File: src/rtl/ap_hs_driver.sv
// ap_hs_driver: sequences one valid/ready request at a time into an ap_ctrl_hs callee and returns its result.
// Optional watchdog abort is compiled in with `define HS_TIMEOUT_EN (limit set by TIMEOUT_CYCLES).
module ap_hs_driver #(
  parameter int ARG_W          = 32,
  parameter int RES_W          = 32,
  parameter int CNT_W          = 16,
  parameter int TIMEOUT_CYCLES = 1024
) (
  input  logic             ap_clk,
  input  logic             ap_rst_n,
  input  logic             req_valid,
  output logic             req_ready,
  input  logic [ARG_W-1:0] req_data,
  output logic             rsp_valid,
  input  logic             rsp_ready,
  output logic [RES_W-1:0] rsp_data,
  output logic             rsp_err,
  output logic             busy,
  output logic [CNT_W-1:0] job_cnt,
  output logic             c_ap_start,
  input  logic             c_ap_ready,
  input  logic             c_ap_done,
  input  logic             c_ap_idle,
  output logic [ARG_W-1:0] c_num,
  input  logic [RES_W-1:0] c_ap_return
);

  typedef enum logic [1:0] {IDLE, START, WAIT, RESP} state_t;

  state_t           state_reg;
  logic             c_ap_start_reg;
  logic [ARG_W-1:0] c_num_reg;
  logic [RES_W-1:0] rsp_data_reg;
  logic [CNT_W-1:0] job_cnt_reg;
  logic             wd_expired;

  // Callee idle is status only and never steers the sequencer.
  logic unused_idle;
  assign unused_idle = c_ap_idle;

  always_ff @(posedge ap_clk or negedge ap_rst_n) begin
    if (!ap_rst_n) begin
      state_reg      <= IDLE;
      c_ap_start_reg <= 1'b0;
      c_num_reg      <= '0;
      rsp_data_reg   <= '0;
      job_cnt_reg    <= '0;
    end else begin
      case (state_reg)
        IDLE: begin
          if (req_valid) begin
            c_num_reg      <= req_data;
            c_ap_start_reg <= 1'b1;
            state_reg      <= START;
          end
        end
        START: begin
          // Done wins over both ready and watchdog expiry.
          if (c_ap_done) begin
            c_ap_start_reg <= 1'b0;
            rsp_data_reg   <= c_ap_return;
            state_reg      <= RESP;
          end else if (wd_expired) begin
            c_ap_start_reg <= 1'b0;
            rsp_data_reg   <= '0;
            state_reg      <= RESP;
          end else if (c_ap_ready) begin
            c_ap_start_reg <= 1'b0;
            state_reg      <= WAIT;
          end
        end
        WAIT: begin
          if (c_ap_done) begin
            rsp_data_reg <= c_ap_return;
            state_reg    <= RESP;
          end else if (wd_expired) begin
            rsp_data_reg <= '0;
            state_reg    <= RESP;
          end
        end
        RESP: begin
          if (rsp_ready) begin
            job_cnt_reg <= job_cnt_reg + CNT_W'(1);
            state_reg   <= IDLE;
          end
        end
        default: state_reg <= IDLE;
      endcase
    end
  end

`ifdef HS_TIMEOUT_EN
  localparam int WD_W = $clog2(TIMEOUT_CYCLES) + 1;

  logic [WD_W-1:0] wd_reg;
  logic            rsp_err_reg;

  assign wd_expired = (state_reg == START || state_reg == WAIT) &&
                      (wd_reg == WD_W'(TIMEOUT_CYCLES - 1));

  // Held at zero while IDLE so it starts from zero on every entry to START.
  always_ff @(posedge ap_clk or negedge ap_rst_n) begin
    if (!ap_rst_n) begin
      wd_reg      <= '0;
      rsp_err_reg <= 1'b0;
    end else begin
      if (state_reg == IDLE) begin
        wd_reg <= '0;
      end else if (state_reg == START || state_reg == WAIT) begin
        wd_reg <= wd_reg + WD_W'(1);
        if (c_ap_done) begin
          rsp_err_reg <= 1'b0;
        end else if (wd_expired) begin
          rsp_err_reg <= 1'b1;
        end
      end
    end
  end

  assign rsp_err = rsp_err_reg;
`else
  logic [31:0] unused_timeout;
  assign unused_timeout = TIMEOUT_CYCLES;
  assign wd_expired     = 1'b0;
  assign rsp_err        = 1'b0;
`endif

  assign req_ready  = (state_reg == IDLE);
  assign busy       = (state_reg != IDLE);
  assign rsp_valid  = (state_reg == RESP);
  assign rsp_data   = rsp_data_reg;
  assign job_cnt    = job_cnt_reg;
  assign c_ap_start = c_ap_start_reg;
  assign c_num      = c_num_reg;

endmodule

File: config.mk
export PLATFORM = sky130hd
export DESIGN_NAME = ap_hs_driver
export DESIGN_NICKNAME = d
export VERILOG_FILES = /design/src/rtl/ap_hs_driver.sv
export SDC_FILE = /design/constraint.sdc
export NUM_CORES = 1
export LEC_CHECK = 0
export CAP_MARGIN = 25
export CORE_MARGIN = 4
export CORE_UTILIZATION = 37
export DETAILED_ROUTE_END_ITERATION = 10
export HOLD_SLACK_MARGIN = 0.1
export PLACE_DENSITY_LB_ADDON = 0.15
export SLEW_MARGIN = 20
export SYNTH_ARGS = -nofsm -noshare
export SYNTH_HDL_FRONTEND = slang
export SYNTH_SLANG_ARGS = --single-unit
export TNS_END_PERCENT = 30
File: constraint.sdc
create_clock -name ap_clk -period 2.4 [get_ports ap_clk]
set_clock_uncertainty 0.2 [all_clocks]
set_input_delay 0.72 -clock ap_clk [delete_from_list [all_inputs] [get_ports ap_clk]]
set_output_delay 0.72 -clock ap_clk [all_outputs]
set_load 0.01 [all_outputs]
==> results of run 1 <==
[through the flow]
stage,setup WS (ns),utilization
final,0.112,0.606
after global routing,0.0251,0.606
after CTS,0.0444,0.606
after detailed placement,-0.105,0.580
after global placement,-0.0587,0.580
after floorplan,0.444,-
[timing repair]
| item | in CTS | in global routing |
|---|---|---|
| hold buffers | 1 | 0 |
| setup endpoints to repair | 3 | 1 |
| cloned | 0 | 0 |
| hold endpoints to repair | 23 | 0 |
| resized for setup | 8 | 1 |
[layer usage]
layer	part of all wire	vias to the layer above	global-route usage
met5	0	-	0
met4	0.015	0	0.0545
met3	0.11	11	0.0628
met2	0.46	99	0.221
met1	0.41	1136	0.171
li1	-	1097	-
[power groups by stage]
stage | sequential (mW) | clock [mW] | combinational (mW)
after detailed placement | 2.38 | 0 | 3.08
after floorplan | 2.65 | 0 | 1.07
after CTS | 2.37 | 1.03 | 3.12
final | 2.36 | 0.991 | 3.05
after global placement | 2.35 | 0 | 3.05
after global routing | 2.45 | 1.09 | 3.28
[area by class of cell]
class | count | area [µm²] | area share
inverter | 6 | 22.5 | 0.00426
sequential | 83 | 2080 | 0.393
clock buffer | 12 | 145 | 0.0275
timing repair buffer | 164 | 1660 | 0.314
clock inverter | 4 | 50.0 | 0.00948
tap | 108 | 135 | 0.0256
multi-input combinational | 127 | 1190 | 0.226
[cells by family after synthesis]
kind of cell / Yosys count / share of synthesized area
AND/OR/NAND/NOR: 32 / 0.0512
multiplexers: 65 / 0.222
other: 1 / 0.00114
flip-flops: 83 / 0.629
adder cells (fa/ha/maj): 6 / 0.0227
AO/OA/AOI/OAI: 8 / 0.0167
XOR/XNOR: 15 / 0.0398
buffers and inverters: 14 / 0.0174
[placed cells by master (no fill, tap or decap), types with 2 or more instances in the layout]
master	instances
clkbuf_8	10
clkbuf_1	2
nand2_1	11
xor2_1	4
inv_1	4
nor2b_1	2
dlygate4sd2_1	3
dfrtp_1	83
buf_12	4
nand4_1	4
nor3_1	2
nor2_1	5
inv_2	2
o21ai_0	4
clkinvlp_4	2
ha_1	4
xnor2_1	11
ha_4	2
mux2_2	65
clkdlybuf4s50_1	149
buf_4	7
nand3_1	4
[worst min-delay path by stage]
| stage | to | slack (ns) | depth (start not counted) |
|---|---|---|---|
| detailed placement | job_cnt[15]$_DFFE_PN0P_ | 0.27 | 1 |
| global route | rsp_data[25]$_DFFE_PN0P_ | 0.32 | 1 |
| floorplan | c_ap_start$_DFFE_PN0P_ | 0.22 | 0 |
| finish | job_cnt[15]$_DFFE_PN0P_ | 0.28 | 1 |
| CTS | job_cnt[15]$_DFFE_PN0P_ | 0.29 | 1 |
| global placement | job_cnt[15]$_DFFE_PN0P_ | 0.26 | 1 |
==> impl_metrics.tcl, run 1 <==
set metrics [dict create \
    fin_crit_sh 0.953 \
    synth.distinct_cells 25 \
    num_rows 34 \
    worst-path-buf-inv 1 \
    combPwrFrac 0.476 \
    grt_pass1_vias 2350 \
    clock_path_buffers 2 \
    diodes 0 \
    final_layout_size_suffix_gt1_frac 0.242 \
    path_clk_slew_ns 0.08 \
    timing.rr.start "state_reg[0]$_DFFE_PN0P_" \
    power.share.clock 0.155 \
    design_area_mm2 0.00528 \
    die_y_um 102 \
    yosys-top-cells-area "dfrtp_1, mux2_2, xnor2_1" \
    ys_ff_latch 83 \
    startpoint_type "flop" \
    hold_viol 0 \
    synth_nets 301 \
    worst-setup-path-type "reg2out" \
    cts_tree "built" \
    post_drt_wl_per_cell_um 14.8 \
    place_area_mm2 0.00505 \
    outcome "finished clean" \
    synth_largest_type_area_fraction 0.629 \
    port_buffers 153 \
    finalSetupViolations 0 \
    die_w_um 102 \
    cts_setup_buffers 0 \
    root_buffer "clkbuf_8" \
    cp-startpoint "job_cnt[6]$_DFFE_PN0P_" \
    final_max_slew_viol_count 0 \
    grt.total_usage 0.141 \
    fmax_mhz 437 \
    power.leakage_nw 2.23 \
    finalSetupTns_ns 0 \
    crit_path_end_kind "output pin" \
    ir_worst_vdd_mv 0.688 \
    crit_path_end "job_cnt[6]" \
    fin_cells 504 \
    antenna_left 0 \
    r2r_cells 5 \
    hold_slack_ns 0.279 \
    p_int_mw 4.49 \
    swShare 0.300 \
    synth_ff_type "dfrtp_1" \
    fin_crit_ns 2.29 \
    totalWireLength_um 7480 \
    hpwl_um 5590 \
    synth_cells 224 \
    synth.avg_cell_area_um2 14.7 \
    clkLatencyLatePin_ns 0.34 \
    synthTopCellsByCount "dfrtp_1, mux2_2, nand2_1, xnor2_1" \
    die_area_mm2 0.0105 \
    first_pass_iters 4 \
    rrSetupSlack_ns 0.49 \
    rsz0062_at_grt "false" \
    start_util 0.378 \
    grt_max_degree 42 \
    core_area_mm2 0.00872 \
    grt-ovfl-total 0 \
    maxCapViolCount 0 \
    grt_pass1_wl_um 11500 \
    fin_nets 468 \
    fill_cells 709 \
    pwr_density_cell_mw_per_mm2 1210 \
    seqPwrFrac 0.369 \
    synth.cell_area_mm2 0.00330 \
    synth_edf_count 0 \
    ys_async_sr_fraction 1.00 \
    htreeDepth 3 \
    synth.largest_area_cell "dfrtp_1" \
    critical-path-top-delay-family "buffers and inverters" \
    drc_errors 0 \
    cp_max_fo 6 \
    crit_path_max_incr_delay_ns 0.58 \
    vias_per_cell 4.65 \
    num_io_pins 156 \
    clock-sinks 83 \
    slowest_stage "clkdlybuf4s50_1" \
    place_congestion 0.748 \
    ys_seq_area_frac 0.629 \
    first_iter_violations 40 \
    ys_warn_count 0 \
    hold_start "job_cnt[15]$_DFFE_PN0P_" \
    netSwitchingPower_mw 1.92 \
    area_growth_pct 60.0 \
    cp_data_required_time_ns 1.48 \
    hold_path.class "reg2reg" \
    antenna_found_initial 0 \
    via_count 2343 \
    path_depth 1 \
    crit_arrival_ns 1.37 \
    p_total_mw 6.40 \
    rr_endpoint "job_cnt[14]$_DFFE_PN0P_" \
    worstPathCellList "clkdlybuf4s50_1" \
    place_inst 487 \
    synthMostInstantiatedCell "dfrtp_1" \
    cts_made_buffers 9 \
]
(Power assumes the default switching activity.)
==> run 2: changes to the inputs <==
- DONT_BUFFER_PORTS: not set -> 1
- MAX_ROUTING_LAYER: not set -> met4
==> run 2 against run 1 <==
The flow now finishes with violations (hold timing). Power is 20% lower. Via count is 26% lower. Clock power increased by 12%. Wire length decreased by 18%. Design area decreased by 30%. Critical path depth increased by 2. Die area stayed put.
==> impl_metrics.tcl, run 2 (synthesized netlist as in run 1, its figures left out) <==
set metrics [dict create \
    place_congestion 0.766 \
    num_io_pins 156 \
    grt-ovfl-total 0 \
    slowest_stage "dfrtp_1" \
    violations "hold timing" \
    fin_nets 308 \
    fin_cells 344 \
    fmax_mhz 458 \
    hold_slack_ns -0.132 \
    ir_worst_vdd_mv 0.579 \
    worst-path-buf-inv 2 \
    htreeDepth 3 \
    finalSetupViolations 0 \
    hold_viol 83 \
    diodes 0 \
    final_layout_size_suffix_gt1_frac 0.369 \
    start_util 0.378 \
    mostFrequentLayoutCells "dfrtp_1, mux2_2, nand2_1, xnor2_1, clkbuf_8" \
    core_area_mm2 0.00872 \
    r2r_cells 6 \
    fin_crit_ns 2.18 \
    clock-sinks 83 \
    first_pass_iters 3 \
    grt_max_degree 84 \
    num_rows 34 \
    fill_cells 818 \
    root_buffer "clkbuf_8" \
    die_w_um 102 \
    final_util 0.423 \
    crit_arrival_ns 1.26 \
    final_max_slew_viol_count 0 \
    antenna_left 0 \
    worst-setup-path-type "reg2out" \
    die_y_um 102 \
    via_count 1735 \
    path_clk_slew_ns 0.08 \
    drc_errors 0 \
    critical-path-top-delay-family "flip-flops" \
    hold_path.class "in2async" \
    crit_path_end_kind "output pin" \
    cp_data_required_time_ns 1.48 \
    clock_path_buffers 2 \
    cts_tree "built" \
    rsz0062_at_grt "false" \
    pre_cts_ws_ns 0.271 \
    die_area_mm2 0.0105 \
    clkLatencyLatePin_ns 0.34 \
    grt_pass1_wl_um 9200 \
    cpMostUsedCell "inv_1" \
    vias_per_cell 5.04 \
    area_growth_pct 11.7 \
    crit_path_max_incr_delay_ns 0.40 \
    hpwl_um 4420 \
    grt.total_usage 0.119 \
    antenna_found_initial 0 \
    totalWireLength_um 6170 \
    fin_ws_ns 0.216 \
    first_iter_violations 33 \
    worstPathCellList "inv_1 -> ha_2 -> inv_1" \
    power.leakage_nw 1.62 \
    maxCapViolCount 0 \
    cts_made_buffers 9 \
    regArea_mm2 0.00208 \
    path_depth 3 \
    outcome "complete, but fails checks" \
    place_inst 328 \
    grt_pass1_vias 1859 \
    post_drt_wl_per_cell_um 17.9 \
    port_buffers 0 \
    multi_input_area_mm2 0.00117 \
    cp_max_fo 5 \
    pwr_density_cell_mw_per_mm2 1390 \
    startpoint_type "flop" \
    fin_crit_sh 0.910 \
    finalSetupTns_ns 0 \
    layout_commonest_cell "dfrtp_1" \
]
==> run 2: cell types whose count changed in the layout (fill, tap and decap cells not counted), sizes merged <==
cell           change
clkinvlp           -1
dlygate4sd2        -3
buf                -7
clkdlybuf4s50    -149
bufinv             +1
dlygate4sd3        -1
==> run 2: worst paths after layout <==
path | startpoint | end | slack (ns)
worst max-delay path | state_reg[0]$_DFFE_PN0P_ | busy | 0.22
worst min-delay path | ap_rst_n | job_cnt[10]$_DFFE_PN0P_ | -0.13
worst max register to register | state_reg[1]$_DFFE_PN0P_ | state_reg[0]$_DFFE_PN0P_ | 0.35
worst min register to register | job_cnt[15]$_DFFE_PN0P_ | job_cnt[15]$_DFFE_PN0P_ | 0.34
max in group asynchronous | ap_rst_n | c_num[17]$_DFFE_PN0P_ | 2.01
min in group ap_clk | c_ap_return[17] | rsp_data[17]$_DFFE_PN0P_ | 0.32
==> run 2: final cells by class <==
type / instances / area share
multi-input cells: 127 / 0.317
well taps: 108 / 0.0367
repair buffers: 4 / 0.0149
clock inverters: 4 / 0.0197
flip-flops and latches: 83 / 0.563
inverters: 6 / 0.00611
clock buffers: 12 / 0.0421
==> run 2: worst reg2reg max path: cells and delay by family (launching register included) <==
family	cells	cell delay, ns
AOI/OAI and AO/OA	3	0.87
DFF	1	0.40
adders and majority gates	1	0.24
and+or+nand+nor	1	0.16
buffers and inverters	1	0.11
==> run 2: metrics by stage <==
| step | power [mW] | area (µm²) |
|---|---|---|
| finish | 5.14 | 3690 |
| floorplan | 3.72 | 3300 |
| global route | 5.49 | 3690 |
| global placement | 4.05 | 3460 |
| CTS | 5.25 | 3680 |
| detailed placement | 4.10 | 3460 |
==> run 2: power breakdown <==
group	switching [mW]	leakage (nW)	internal [mW]
clock	0.468	0.113	0.642
sequential	0.740	1.00	2.03
combinational	0.477	0.501	0.787
==> run 2: repair_timing <==
item | in CTS | in global routing
endpoints found under the setup margin | 0 | 1
resized for setup | 0 | 1
buffers inserted | 0 | 0
hold endpoints to repair | 83 | 83
==> run 2: layer usage <==
layer | track usage | part of all wire | vias up
met5 | - | 0 | -
met4 | 0.0515 | 0.014 | 0
met3 | 0.0608 | 0.13 | 10
met2 | 0.173 | 0.46 | 100
met1 | 0.137 | 0.40 | 848
li1 | - | - | 777
